===== src/rtl/cond_unit_pkg.sv =====
// Shared constants for the EX-stage condition-code and branch-resolution unit.
// Condition codes, flag bit positions and the default writer-tracking depth.
package cond_unit_pkg;

    localparam int ZF = 0;
    localparam int PF = 1;
    localparam int NF = 2;
    localparam int OF = 3;

    localparam int MAX_PEND_DEF = 3;

    localparam logic [3:0] COND_AL = 4'd0;
    localparam logic [3:0] COND_NV = 4'd1;
    localparam logic [3:0] COND_EQ = 4'd2;
    localparam logic [3:0] COND_NE = 4'd3;
    localparam logic [3:0] COND_GE = 4'd4;
    localparam logic [3:0] COND_LT = 4'd5;
    localparam logic [3:0] COND_GT = 4'd6;
    localparam logic [3:0] COND_LE = 4'd7;
    localparam logic [3:0] COND_OV = 4'd8;
    localparam logic [3:0] COND_NO = 4'd9;

endpackage


===== src/rtl/cond_unit_cond_eval.sv =====
// Combinational condition evaluator: flags + condition code -> taken/illegal.
// Codes above NO are reserved and resolve not-taken with illegal set.
module cond_eval
    import cond_unit_pkg::*;
(
    input  logic [3:0] flags_i,
    input  logic [3:0] cond_i,
    output logic       taken_o,
    output logic       illegal_o
);

    logic z;
    logic p;
    logic n;
    logic o;

    assign z = flags_i[ZF];
    assign p = flags_i[PF];
    assign n = flags_i[NF];
    assign o = flags_i[OF];

    always_comb begin
        taken_o   = 1'b0;
        illegal_o = 1'b0;
        unique case (cond_i)
            COND_AL: taken_o = 1'b1;
            COND_NV: taken_o = 1'b0;
            COND_EQ: taken_o = z;
            COND_NE: taken_o = ~z;
            COND_GE: taken_o = p;
            COND_LT: taken_o = n;
            COND_GT: taken_o = p & ~z;
            COND_LE: taken_o = n | z;
            COND_OV: taken_o = o;
            COND_NO: taken_o = ~o;
            default: illegal_o = 1'b1;
        endcase
    end

endmodule


===== src/rtl/cond_unit.sv =====
// Condition-code register, outstanding flag-writer tracking and branch
// resolution with a one-cycle registered result.
module cond_unit
    import cond_unit_pkg::*;
#(
    parameter int ADDR_W   = 32,
    parameter int MAX_PEND = MAX_PEND_DEF
) (
    input  logic              clk_i,
    input  logic              rst_n_i,
    input  logic              flag_issue_i,
    input  logic              flag_we_i,
    input  logic              zero_flag_i,
    input  logic              pos_flag_i,
    input  logic              neg_flag_i,
    input  logic              overflow_flag_i,
    input  logic              br_valid_i,
    output logic              br_ready_o,
    input  logic [3:0]        cond_i,
    input  logic [ADDR_W-1:0] target_i,
    input  logic [ADDR_W-1:0] pc_next_i,
    input  logic              flush_i,
    output logic              res_valid_o,
    output logic              taken_o,
    output logic [ADDR_W-1:0] redirect_pc_o,
    output logic              illegal_o,
    output logic [3:0]        flags_o,
    output logic              pend_full_o
);

    localparam logic [1:0] PEND_MAX = 2'(MAX_PEND);

    logic [3:0]        flags_q;
    logic [3:0]        flags_in;
    logic [3:0]        flags_eff;
    logic [1:0]        pend_q;
    logic              accept;
    logic              ev_taken;
    logic              ev_illegal;
    logic              res_q;
    logic              taken_q;
    logic              illegal_q;
    logic [ADDR_W-1:0] pc_q;

    assign flags_in  = {overflow_flag_i, neg_flag_i, pos_flag_i, zero_flag_i};
    assign flags_eff = flag_we_i ? flags_in : flags_q;

    // The last outstanding writer completing this cycle frees the branch.
    assign br_ready_o = (pend_q == 2'd0) | ((pend_q == 2'd1) & flag_we_i);
    assign accept     = br_valid_i & br_ready_o;

    cond_eval u_eval (
        .flags_i   (flags_eff),
        .cond_i    (cond_i),
        .taken_o   (ev_taken),
        .illegal_o (ev_illegal)
    );

    always_ff @(posedge clk_i or negedge rst_n_i) begin
        if (!rst_n_i) begin
            flags_q <= '0;
        end else if (flag_we_i) begin
            flags_q <= flags_in;
        end
    end

    always_ff @(posedge clk_i or negedge rst_n_i) begin
        if (!rst_n_i) begin
            pend_q <= '0;
        end else begin
            unique case ({flag_issue_i, flag_we_i})
                2'b10: if (pend_q != PEND_MAX) pend_q <= pend_q + 2'd1;
                2'b01: if (pend_q != 2'd0) pend_q <= pend_q - 2'd1;
                default: ;
            endcase
        end
    end

    always_ff @(posedge clk_i or negedge rst_n_i) begin
        if (!rst_n_i) begin
            res_q     <= 1'b0;
            taken_q   <= 1'b0;
            illegal_q <= 1'b0;
            pc_q      <= '0;
        end else begin
            res_q <= accept;
            if (accept) begin
                taken_q   <= ev_taken;
                illegal_q <= ev_illegal;
                pc_q      <= ev_taken ? target_i : pc_next_i;
            end
        end
    end

    // A flush in the result cycle cancels the strobe but not the held data.
    assign res_valid_o   = res_q & ~flush_i;
    assign illegal_o     = illegal_q & res_q & ~flush_i;
    assign taken_o       = taken_q;
    assign redirect_pc_o = pc_q;
    assign flags_o       = flags_q;
    assign pend_full_o   = (pend_q == PEND_MAX);

endmodule


===== config.mk =====
export PLATFORM = sky130hd
export DESIGN_NAME = cond_unit
export DESIGN_NICKNAME = d
export VERILOG_FILES = /design/src/rtl/cond_unit_pkg.sv /design/src/rtl/cond_unit_cond_eval.sv /design/src/rtl/cond_unit.sv
export SDC_FILE = /design/constraint.sdc
export NUM_CORES = 1
export LEC_CHECK = 0
export CORE_ASPECT_RATIO = 1.25
export CORE_MARGIN = 4
export CORE_UTILIZATION = 28
export DETAILED_ROUTE_END_ITERATION = 12
export PLACE_DENSITY_LB_ADDON = 0.25
export REMOVE_ABC_BUFFERS = 1
export SLEW_MARGIN = 20
export SYNTH_ARGS = -nofsm -noshare
export SYNTH_HDL_FRONTEND = slang
export SYNTH_SLANG_ARGS = --single-unit
export TNS_END_PERCENT = 1

===== constraint.sdc =====
create_clock -name clk_i -period 3.05 [get_ports clk_i]
set_clock_uncertainty 0.15 [all_clocks]
set_input_delay 0.7625 -clock clk_i [delete_from_list [all_inputs] [get_ports clk_i]]
set_output_delay 0.7625 -clock clk_i [all_outputs]
set_load 0.02 [all_outputs]

### After elaboration in Yosys (flattened, before gate mapping)

Index checks and enable logic that the tools add are counted.

* $mul: 0
* equal/unequal tests: 16
* order comparisons: 0
* shift operators: 0
* reductions and logical operators: 6
* divide/modulo/power cells: 0
* bitwise gates (word level): 11
* multiplexer cells: 7
* $add $sub $neg: 2

Operator list (number)
* 2-to-1 mux 32 bit: 1
* == test 4 x 3 -> 1 bit, second input constant: 4
* OR reduction 10 bit: 1
* case mux 1 bit (9 select lines): 1
* == test 4 x 2 -> 1 bit, second input constant: 2
* == test 4 bit, second input constant: 2
* AND 1 bit: 6
* inequality test 2 bit, second input constant: 3
* == test 2 x 1 -> 1 bit, second input constant: 2
* == test 2 bit, second input constant: 2
* == test 4 x 1 -> 1 bit, second input constant: 1
* zero test 4 bit: 1
* 2-to-1 mux 2 bit: 2
* 2-to-1 mux 4 bit: 1
* case mux 2 bit (2 select lines): 1
* nonzero test 2 bit: 2
* inverter 1 bit: 3
* AND reduction 3 bit: 1
* adder 2 x 1 -> 2 bit, second input constant: 1
* zero test 2 bit: 1
* bitwise OR 1 bit: 2
* subtractor 2 x 1 -> 2 bit, second input constant: 1
* 2-to-1 mux 1 bit: 1

* logic and storage cells: 48
* RAM bits: 0
* register bits: 41
* memories kept: 0
* output and inout port bits: 41
* ROM bits: 0
* latch bits: 0

### Depth between registers and ports, before layout

Gate-level depths: netlist of the first run.

* depth after elaboration: 5
* mapped depth: 10

### Cells and area by module

Synthesis of the first run repeated with hierarchy kept, for this count alone.

* cells, all modules: 197
* area total of the unflattened synthesis: 2155.8 sq um

Modules (own cells, without submodules)
* cond_unit: instances 1, area each 2062.0 sq um, seq. area each 1026.0 sq um, cells an instance 183
* cond_eval: instances 1, area each 93.8 sq um, seq. area each 0.0 sq um, cells an instance 14

### Worst setup path before layout of the first run

Ideal clock, no wire load.

* kind: input to register
* start: input flag_we_i
* end: register pc_q[17], in the netlist redirect_pc_o[17]
* library setup time: 0.126 ns
* cell stages on the path: 8
* data required time: 2.774 ns
* arrival: 2.403 ns
* setup slack: 0.371 ns
* buffers on the path: 3
* path through: buf_6 > mux2_4 > xor2_1 > a32o_1 > or2_1 > buf_6 > buf_6 > a311o_1

* word-level cells in the longest chain between the ends: 5
* elaborated cells between the ends (all ways): 10
* those cells by class: mux: 3; bitwise: 7

RTL lines
* from (decl): line cond_unit.sv:12 `input logic flag_we_i,`
* 2-to-1 mux 4 bit *
* net flags_eff[0]: line cond_unit.sv:35 `logic [3:0] flags_eff;`
* inverter 1 bit: line cond_unit_cond_eval.sv:29, cond_unit_cond_eval.sv:32
* AND 1 bit: line cond_unit_cond_eval.sv:32 `COND_GT: taken_o = p & ~z;`
* case mux 1 bit (9 select lines) *: line cond_unit_cond_eval.sv:25 `unique case (cond_i)`
* 2-to-1 mux 32 bit *: line cond_unit.sv:90 `pc_q <= ev_taken ? target_i : pc_next_i;`
* to (signal assigned): line cond_unit.sv:90
* to (decl): line cond_unit.sv:43 `logic [ADDR_W-1:0] pc_q;`

The timed path passes the listed nets; every way through them passes the cells marked *.
A chain may end at the register's enable or synchronous reset.

### Worst setup path after layout of the first run

* start: input flush_i
* end: output illegal_o

* word-level cells in the longest chain between the ends: 2

RTL lines
* from (decl): line cond_unit.sv:22 `input logic flush_i,`
* inverter 1 bit: line cond_unit.sv:97 `assign illegal_o = illegal_q & res_q & ~flush_i;`
* AND 1 bit: line cond_unit.sv:97
* to (decl): line cond_unit.sv:26 `output logic illegal_o,`

No other way between the ends.

==> results.md, run 1 <==
- Vias per cell: 5.10
- Placed instance count: 503
- # IOs: 119
- DRC errors left: 0
- Final cell count without fillers: 510
- RSZ-0062 raised after global routing: false
- Starting Density: between 20% and 30%
- Layout cells sized above 1: 6.92%
- Routability cong.: 0.753
- R2R cell count: 6
- Final setup viols: 0
- Maximum VDD drop: 0.297 mV
- Reg2Reg Setup Slack: 870 ps
- Data arrival, critical path: 2030 ps
- Post-Route WL: 8590 µm
- Num CTS Buffers: 5
- Max Clock Freq: 340 MHz
- Clock Sinks: 41
- Initial DRC count: approximately 130
- Mapped Cells: 276
- Distinct cells, synth: 34
- Mean area per synthesized cell: 9.09 µm²
- Die height: 114 µm
- Most frequent cells in the layout: clkdlybuf4s50_1, nand2_1, dfrtp_1
- Startpoint types: input port
- Dpl cell area: 3850 µm²
- CTS clk-pin slew, worst paths: 80 ps
- Clock Tree Buf Depth: 2
- Max-cap violations: 0
- Fill cells: 862
- Total power divided by cell area: 784 nW/µm²
- Vias in the first global route: 2693
- Core area: roughly 8700 µm²
- Worst Tran Pin Value: 485 ps
- Critical path class: in2out
- ANT nets after route: 0
- Hold Crit Class: in2async
- Largest net degree at the start of global routing: 43
- Via count: 2600
- Endpoints failing hold: 0
- Antenna cell count: 0
- CP Max Fanout: 2
- Post-synthesis sequential area ratio: just over 40%
- Final Cell Area: 3940 µm²
- Worst-skew pair later-pin latency: about 290 ps
- Area Growth Syn to Fin: 56.9%
- Total global-route track usage: approximately 16%
- Die Width: 92.7 µm
- Final period util: 96.3%
- Slew margin rel.: 67.7%
- Slew Limit Fails: 0
- H-tree Lvls: 2
- Global-route wire length before repair: roughly 14000 µm
- Cts hold-fix bufs: 0
- WL/cell: about 17 µm
- Final HPWL DP: between 5000 and 6000 µm
- Synth Cell Area: about 2500 µm²
- YS warnings: 0
- CTS tree: done
- Commonest non-fill, non-tap cell in the layout: clkdlybuf4s50_1
- Fin nets: 473
- # port buffers: approximately 120
- Setup TNS: 0 ps
- Status: complete, no violations
- Initial antenna violation count: 0
- Die Area: 10600 µm²
- Reg-to-Reg Start: flags_o[0]$_DFF_PN0_
- Yosys reg bits: 41
- Clock root buffer: clkbuf_8
- Data required time of the worst path: 2140 ps
- Number of cell rows: 38
- Lkg Pwr: 1.52 nW
- CTS resizes: 1
- CP endpoint kind: primary output
- Reg-to-reg endpoint: redirect_pc_o[25]$_DFFE_PN0P_
- Congestion Overflow GR: 0
- Setup Buffers After CTS: 0
- DRT Pass-1 Iters: 5
- Post-layout minimum cycle time: 2940 ps
[worst max-delay path by stage]
stage | from | endpoint | slack [ps] | cells past startpoint
2_1_floorplan | flag_we_i | redirect_pc_o[0]$_DFFE_PN0P_ | -1150 | 6
3_3_place_gp | flag_we_i | redirect_pc_o[8]$_DFFE_PN0P_ | -60 | 8
3_5_place_dp | flag_we_i | redirect_pc_o[25]$_DFFE_PN0P_ | -90 | 8
4_1_cts | flush_i | illegal_o | 100 | 4
5_1_grt | flush_i | illegal_o | 20 | 4
6_report | flush_i | illegal_o | 110 | 4
[flip-flops by register name (all words and copies together) (netlist names)]
name	cells
redirect_pc_o	32
taken_o	1
illegal_q	1
pend_q	2
res_q	1
flags_o	4
[final cells by class]
type / count / area (µm²) / area share [%]
Multi-Input combinational cell: 201 / 1330 / 33.7
Sequential cell: 41 / 1030 / 26.1
Tap cell: 120 / 150 / 3.81
Timing Repair Buffer: 134 / 1320 / 33.5
Clock buffer: 7 / 86.3 / 2.19
Inverter: 7 / 26.3 / 0.667
[per-stage QoR]
| step | setup slack [ps] | utilization, % | power, mW | hold slack [ps] |
|---|---|---|---|---|
| finish | 112 | 45.3 | 3.09 | 269 |
| CTS | 103 | 45.3 | 3.14 | 277 |
| detailed placement | -90.5 | 44.3 | 2.75 | 319 |
| global placement | -62.8 | 44.3 | 2.70 | 308 |
| floorplan | -1150 | - | 1.88 | 292 |
| global route | 22.0 | 45.3 | 3.32 | 297 |
[layer usage]
metal  part of all wire (%)  track usage, %  vias up
met5                      0               0        -
met4                   0.54            3.42        0
met3                    6.0            3.36        4
met2                     50            27.6      104
met1                     44            20.7     1244
li1                       -               -     1248
[worst max-delay path, stage by stage]
cell and delay, ps:
clkdlybuf4s50_1 400, nor2b_1 140, and2_1 130, clkdlybuf4s50_1 590
[kinds of logic after synthesis]
group / count (synthesis) / share of synthesized area, %
AOI/OAI and AO/OA: 76 / 22.7
xor gates and xnor gates: 3 / 1.05
adders and majority gates: 5 / 2.49
buffers and inverters: 34 / 6.63
DFF: 41 / 40.9
muxes: 4 / 1.89
and+or+nand+nor: 113 / 24.3
[Yosys cell counts]
master / number / area share [%]
inv_1: 7 / 1.0
a311o_1: 32 / 13
o21ai_0: 34 / 6.8
o41a_1: 1 / 0.45
buf_1: 1 / 0.15
xnor2_1: 1 / 0.35
or2_1: 1 / 0.25
o311ai_0: 1 / 0.35
clkbuf_1: 20 / 3.0
a21o_1: 2 / 0.60
buf_6: 5 / 2.2
nand3b_1: 1 / 0.30
nor3b_1: 2 / 0.60
a32o_1: 1 / 0.40
mux2_1: 1 / 0.45
dfrtp_1: 41 / 41
buf_2: 1 / 0.20
o31ai_1: 1 / 0.30
ha_1: 5 / 2.5
xor2_1: 2 / 0.70
nand2_1: 71 / 11
nor4b_1: 32 / 11
nor2_1: 1 / 0.15
mux2i_1: 1 / 0.40
nor2b_1: 1 / 0.25
and2_1: 1 / 0.25
or4_1: 1 / 0.30
nand2b_1: 1 / 0.25
o22a_1: 1 / 0.35
mux2_2: 1 / 0.45
a21oi_1: 2 / 0.40
a211o_1: 1 / 0.35
mux2_4: 1 / 0.60
nor3_1: 1 / 0.20
[where the power goes]
group          switching (mW)  leakage (nW)  internal (mW)
clock network           0.195        0.0443          0.180
registers               0.136         0.506          0.782
logic                   0.912         0.970          0.880
Power figures use the tool's default switching activity.
==> inputs of run 2 (changes only) <==
--- a/config.mk
+++ b/config.mk
@@ -9,6 +9,7 @@
 export CORE_MARGIN = 4
 export CORE_UTILIZATION = 28
 export DETAILED_ROUTE_END_ITERATION = 12
+export MAX_ROUTING_LAYER = met4
 export PLACE_DENSITY_LB_ADDON = 0.25
 export REMOVE_ABC_BUFFERS = 1
 export SLEW_MARGIN = 20
==> results.md, run 2 (synthesis results as in run 1) <==
- Status: complete, no violations (unchanged)
- Routability cong.: 0.762 (was 0.753)
- Core area: 8700 µm² (unchanged)
- Slew Limit Fails: 0 (unchanged)
- Post-layout minimum cycle time: 2940 ps (unchanged)
- Vias in the first global route: 2682 (was 2693)
- WL/cell: 16.7 µm (was 16.8 µm)
- Die height: 114 µm (unchanged)
- Die Area: 10600 µm² (unchanged)
- Post-Route WL: 8520 µm (was 8590 µm)
- Final period util: 96.3% (unchanged)
- CTS clk-pin slew, worst paths: 80 ps (about the same)
- Hold slack: 269 ps (about the same)
- H-tree Lvls: 2 (unchanged)
- Startpoint types: input port (unchanged)
- Crit-path max cell delay: 590 ps (about the same)
- Antenna cell count: 0 (unchanged)
- # port buffers: 118 (unchanged)
- Data required time of the worst path: 2140 ps (about the same)
- Data arrival, critical path: 2030 ps (about the same)
- Max-cap violations: 0 (unchanged)
- Slew margin rel.: 67.9% (was 67.7%)
- Final HPWL DP: 5910 µm (unchanged)
- Critical-path top delay cell: clkdlybuf4s50_1 (unchanged)
- Worst-skew pair later-pin latency: 290 ps (about the same)
- DRT Pass-1 Iters: 4 (was 5)
- Num CTS Buffers: 5 (unchanged)
- Placed instance count: 503 (unchanged)
- CP Max Fanout: 2 (unchanged)
- Max Clock Freq: 340 MHz (unchanged)
- Final Worst Setup Slack: 112 ps (unchanged)
- ANT nets after route: 0 (unchanged)
- Via count: 2606 (was 2600)
- Commonest non-fill, non-tap cell in the layout: clkdlybuf4s50_1 (unchanged)
- CTS tree: done (unchanged)
- Starting Density: 28.8% (unchanged)
- Worst-path cell chain: clkdlybuf4s50_1, nor2b_1, and2_1, clkdlybuf4s50_1 (unchanged)
- CP endpoint kind: primary output (unchanged)
- Critical path class: in2out (unchanged)
- DRC errors left: 0 (unchanged)
- Clock Tree Buf Depth: 2 (unchanged)
- Final cell count without fillers: 510 (unchanged)
- Largest net degree at the start of global routing: 43 (unchanged)
- # IOs: 119 (unchanged)
- Lkg Pwr: 1.52 nW (unchanged)
- Fin nets: 473 (unchanged)
- Congestion Overflow GR: 0 (unchanged)
- Total global-route track usage: 16.4% (was 16.0%)
- Hold Crit Class: in2async (unchanged)
- Maximum VDD drop: 0.295 mV (was 0.297 mV)
- Reg2Reg Setup Slack: 870 ps (about the same)
- Worst Tran Pin Value: 482 ps (was 485 ps)
- Vias per cell: 5.11 (was 5.10)
- Final core area utilization: 45.3% (unchanged)
- Crit path top cell by count: clkdlybuf4s50_1 (unchanged)
- Endpoints failing hold: 0 (unchanged)
- Number of cell rows: 38 (unchanged)
- Pre-CTS setup slack: -90.5 ps (unchanged)
- Clock root buffer: clkbuf_8 (unchanged)
- Area Growth Syn to Fin: 56.9% (unchanged)
- Initial antenna violation count: 0 (unchanged)
- Max FFs per register: 32 (unchanged)
- Total power: 3.08 mW (was 3.09 mW)
- RSZ-0062 raised after global routing: false (unchanged)
- Total power divided by cell area: 782 nW/µm² (was 784 nW/µm²)
- Global-route wire length before repair: 13500 µm (about the same)
- Cts hold-fix bufs: 0 (unchanged)
- Die Width: 92.7 µm (unchanged)
- Layout cells sized above 1: 6.92% (unchanged)
- Clock Sinks: 41 (unchanged)
- Most frequent cells in the layout: clkdlybuf4s50_1, nand2_1, dfrtp_1 (unchanged)
- Initial DRC count: 135 (was 131)
- Final setup viols: 0 (unchanged)
[run 2: cell counts in the layout (fill, tap and decap cells not counted)]
Identical to the previous run, type by type.
[run 2: area by class of cell]
cell class / count / area (µm²)
clock buffers: 7 / 86.3
well taps: 120 / 150
repair buffers: 134 / 1320
inverters: 7 / 26.3
multi-input cells: 201 / 1330
flip-flops and latches: 41 / 1030
fillers: 862 / 4760
[run 2: worst paths after layout]
kind | to | from | cells past startpoint
min in group clk_i | illegal_q$_DFFE_PN0P_ | illegal_q$_DFFE_PN0P_ | 2
hold reg to reg | illegal_q$_DFFE_PN0P_ | illegal_q$_DFFE_PN0P_ | 2
setup / recovery | illegal_o | flush_i | 4
setup reg to reg | redirect_pc_o[31]$_DFFE_PN0P_ | flags_o[0]$_DFF_PN0_ | 6
max in group asynchronous | redirect_pc_o[10]$_DFFE_PN0P_ | rst_n_i | 2
hold / removal | res_q$_DFF_PN0_ | rst_n_i | 1
[run 2: what timing repair did]
item / in CTS / in global routing
buffers inserted: 0 / 0
resized for setup: 1 / 0
endpoints found under the setup margin: 1 / 0
[run 2: critical path: cells and delay by family]
| family | cells | cell delay (ps) |
|---|---|---|
| buffers and inverters | 2 | 990 |
| and+or+nand+nor | 2 | 270 |
[run 2: metrics by stage]
stage	area (µm²)	TNS, ps
after floorplan	2370	-37750
after global placement	3850	-1610
after detailed placement	3850	-2480
after CTS	3940	0
after global routing	3940	0
final	3940	0
[run 2: layer usage]
layer	part of all wire, %	track usage, %	up-vias
li1	-	-	1248
met1	45	20.8	1254
met2	49	27.5	100
met3	5.3	3.10	4
met4	0.54	3.42	0
met5	0	-	-
[run 2: power by group]
part           leakage [nW]  total, mW  switching (mW)  internal [mW]
Clock                0.0443      0.372           0.191          0.180
Combinational         0.970       1.79           0.911          0.880
Sequential            0.506      0.915           0.133          0.782
Total                  1.52       3.08            1.24           1.84
==> inputs of run 3 (changes only) <==
--- a/config.mk
+++ b/config.mk
@@ -5,9 +5,10 @@
 export SDC_FILE = /design/constraint.sdc
 export NUM_CORES = 1
 export LEC_CHECK = 0
+export CAP_MARGIN = 20
 export CORE_ASPECT_RATIO = 1.25
 export CORE_MARGIN = 4
-export CORE_UTILIZATION = 28
+export CORE_UTILIZATION = 41
 export DETAILED_ROUTE_END_ITERATION = 12
 export MAX_ROUTING_LAYER = met4
 export PLACE_DENSITY_LB_ADDON = 0.25
==> results.md, run 3 (synthesis results as in run 1) <==
- Cts hold-fix bufs: 0 (unchanged)
- Most used routing layer: met2 (unchanged)
- Clock group share of total power: 11.5% (was 12.1%)
- Fill cells: 478 (was 862)
- Clock Sinks: 41 (unchanged)
- Num CTS Buffers: 5 (unchanged)
- ANT nets after route: 0 (unchanged)
- Layout cells sized above 1: 6.41% (was 6.92%)
- Worst-skew pair later-pin latency: 300 ps (was 290 ps)
- FF+latch area: 1030 µm² (unchanged)
- Max Clock Freq: 341 MHz (was 340 MHz)
- Starting Density: 42.9% (was 28.8%)
- Total global-route track usage: 21.6% (was 16.4%)
- Psw: 1.24 mW (about the same)
- Vias in the first global route: 2632 (was 2682)
- Met1 global-route usage: 27.3% (was 20.8%)
- Initial antenna violation count: 0 (unchanged)
- Global-route wire length before repair: 12500 µm (was 13500 µm)
- DRC errors left: 0 (unchanged)
- Final HPWL DP: 5330 µm (was 5910 µm)
- Die height: 95.5 µm (was 114 µm)
- Crit path top cell by count: clkdlybuf4s50_1 (unchanged)
- Critical-path top delay cell: clkdlybuf4s50_1 (unchanged)
- DRT Pass-1 Iters: 5 (was 4)
- Data arrival, critical path: 2020 ps (was 2030 ps)
- Die Area: 7450 µm² (was 10600 µm²)
- Setup TNS: 0 ps (unchanged)
- # port buffers: 118 (unchanged)
- Placed instance count: 464 (was 503)
- Antenna cell count: 0 (unchanged)
- Post-Route WL: 7910 µm (was 8520 µm)
- Gate power share: 58.5% (was 58.2%)
- Endpoints failing hold: 0 (unchanged)
- CP Max Fanout: 2 (unchanged)
- Setup Buffers After CTS: 0 (unchanged)
- Max FFs per register: 32 (unchanged)
- Clock root buffer: clkbuf_8 (unchanged)
- Lkg Pwr: 1.52 nW (about the same)
- Most frequent cells in the layout: clkdlybuf4s50_1, nand2_1, dfrtp_1 (unchanged)
- Total power divided by cell area: 788 nW/µm² (was 782 nW/µm²)
- Vias per cell: 5.64 (was 5.11)
- Critical path class: in2out (unchanged)
- Max-cap violations: 0 (unchanged)
- Congestion Overflow GR: 0 (unchanged)
- Number of cell rows: 31 (was 38)
- # IOs: 119 (unchanged)
- Status: complete, no violations (unchanged)
- M3 GR Usage: 3.78% (was 3.10%)
- Largest net degree at the start of global routing: 67 (was 43)
- Slew margin rel.: 35.2% (was 67.9%)
- GR met2 Demand/Resource: 36.1% (was 27.5%)
- Startpoint types: input port (unchanged)
- Cell family with most CP delay: buffers and inverters (unchanged)
- CTS resizes: 1 (unchanged)
- Worst Tran Pin Value: 973 ps (was 482 ps)
- Final setup viols: 0 (unchanged)
- CTS tree: done (unchanged)
- Slew Limit Fails: 0 (unchanged)
- CP endpoint kind: primary output (unchanged)
- Worst-path cell chain: clkdlybuf4s50_1, nor2b_1, and2_1, clkdlybuf4s50_1 (unchanged)
- CP bufs+invs: 2 (unchanged)
- Post-layout minimum cycle time: 2930 ps (was 2940 ps)
- RSZ-0062 raised after global routing: false (unchanged)
- Die Width: 78.0 µm (was 92.7 µm)
- Via count: 2660 (was 2606)
- Sw Share: 40.3% (was 40.1%)
- Initial DRC count: 166 (was 135)
- Multi-input combinational cell area: 1330 µm² (unchanged)
- H-tree Lvls: 2 (unchanged)
- Routability cong.: 0.780 (was 0.762)
- Seq pwr share: 30.0% (was 29.7%)
- Area Growth Syn to Fin: 54.9% (was 56.9%)
- Internal: 1.83 mW (was 1.84 mW)
- Data required time of the worst path: 2140 ps (about the same)
- Commonest non-fill, non-tap cell in the layout: clkdlybuf4s50_1 (unchanged)
- Clock Tree Buf Depth: 2 (unchanged)
- Fin nets: 472 (was 473)
- Crit-path max cell delay: 590 ps (about the same)
- Maximum VDD drop: 0.397 mV (was 0.295 mV)
- Final cell count without fillers: 472 (was 510)
- CTS clk-pin slew, worst paths: 80 ps (about the same)
- Core area: 5860 µm² (was 8700 µm²)
- Final period util: 96.1% (was 96.3%)
- Hold Crit Class: reg2reg (was in2async)
- WL/cell: 16.8 µm (was 16.7 µm)
run 3: layout make-up:
cell class / instances / area share, %
clock buffer: 8 / 2.06
sequential: 41 / 26.4
tap: 82 / 2.64
multi-input combinational: 201 / 34.2
timing repair buffer: 133 / 34.1
inverter: 7 / 0.676
run 3: layer usage:
metal,vias up,wire [µm]
li1,1244,-
met5,-,0
met2,124,3950
met4,0,94
met3,12,562
met1,1280,3300
run 3: worst paths after layout:
check	depth (start not counted)	end	slack, ps	startpoint
worst max-delay path	4	illegal_o	120	flush_i
worst min-delay path	2	illegal_q$_DFFE_PN0P_	330	illegal_q$_DFFE_PN0P_
worst max register to register	7	redirect_pc_o[24]$_DFFE_PN0P_	840	flags_o[0]$_DFF_PN0_
worst min register to register	2	illegal_q$_DFFE_PN0P_	330	illegal_q$_DFFE_PN0P_
max in group asynchronous	1	redirect_pc_o[9]$_DFFE_PN0P_	1680	rst_n_i
min in group asynchronous	1	redirect_pc_o[31]$_DFFE_PN0P_	460	rst_n_i
run 3: power by group through the flow:
stage               clock [mW]  combinational (mW)  sequential (mW)
floorplan                    0               0.713             1.17
global placement             0                1.77            0.920
detailed placement           0                1.80            0.927
CTS                      0.364                1.80            0.918
global route             0.380                1.95            0.949
finish                   0.353                1.79            0.918
run 3: worst reg2reg max path, delay by kind of cell (launching register included):
family	cells	cell delay (ps)
muxes	1	290
AOI/OAI and AO/OA	3	710
and+or+nand+nor	1	190
DFF	1	410
buffers and inverters	2	400
run 3: per-stage QoR:
step / hold slack (ps) / area, µm² / util (%) / setup WS [ps] / power [mW]
4_1_cts: 340 / 3890 / 66.4 / 115 / 3.09
6_report: 330 / 3890 / 66.4 / 119 / 3.06
3_3_place_gp: 307 / 3810 / 65.1 / -97.2 / 2.69
2_1_floorplan: 292 / 2370 / - / -1150 / 1.88
3_5_place_dp: 322 / 3810 / 65.1 / -173 / 2.73
5_1_grt: 392 / 3890 / 66.4 / 35.2 / 3.28
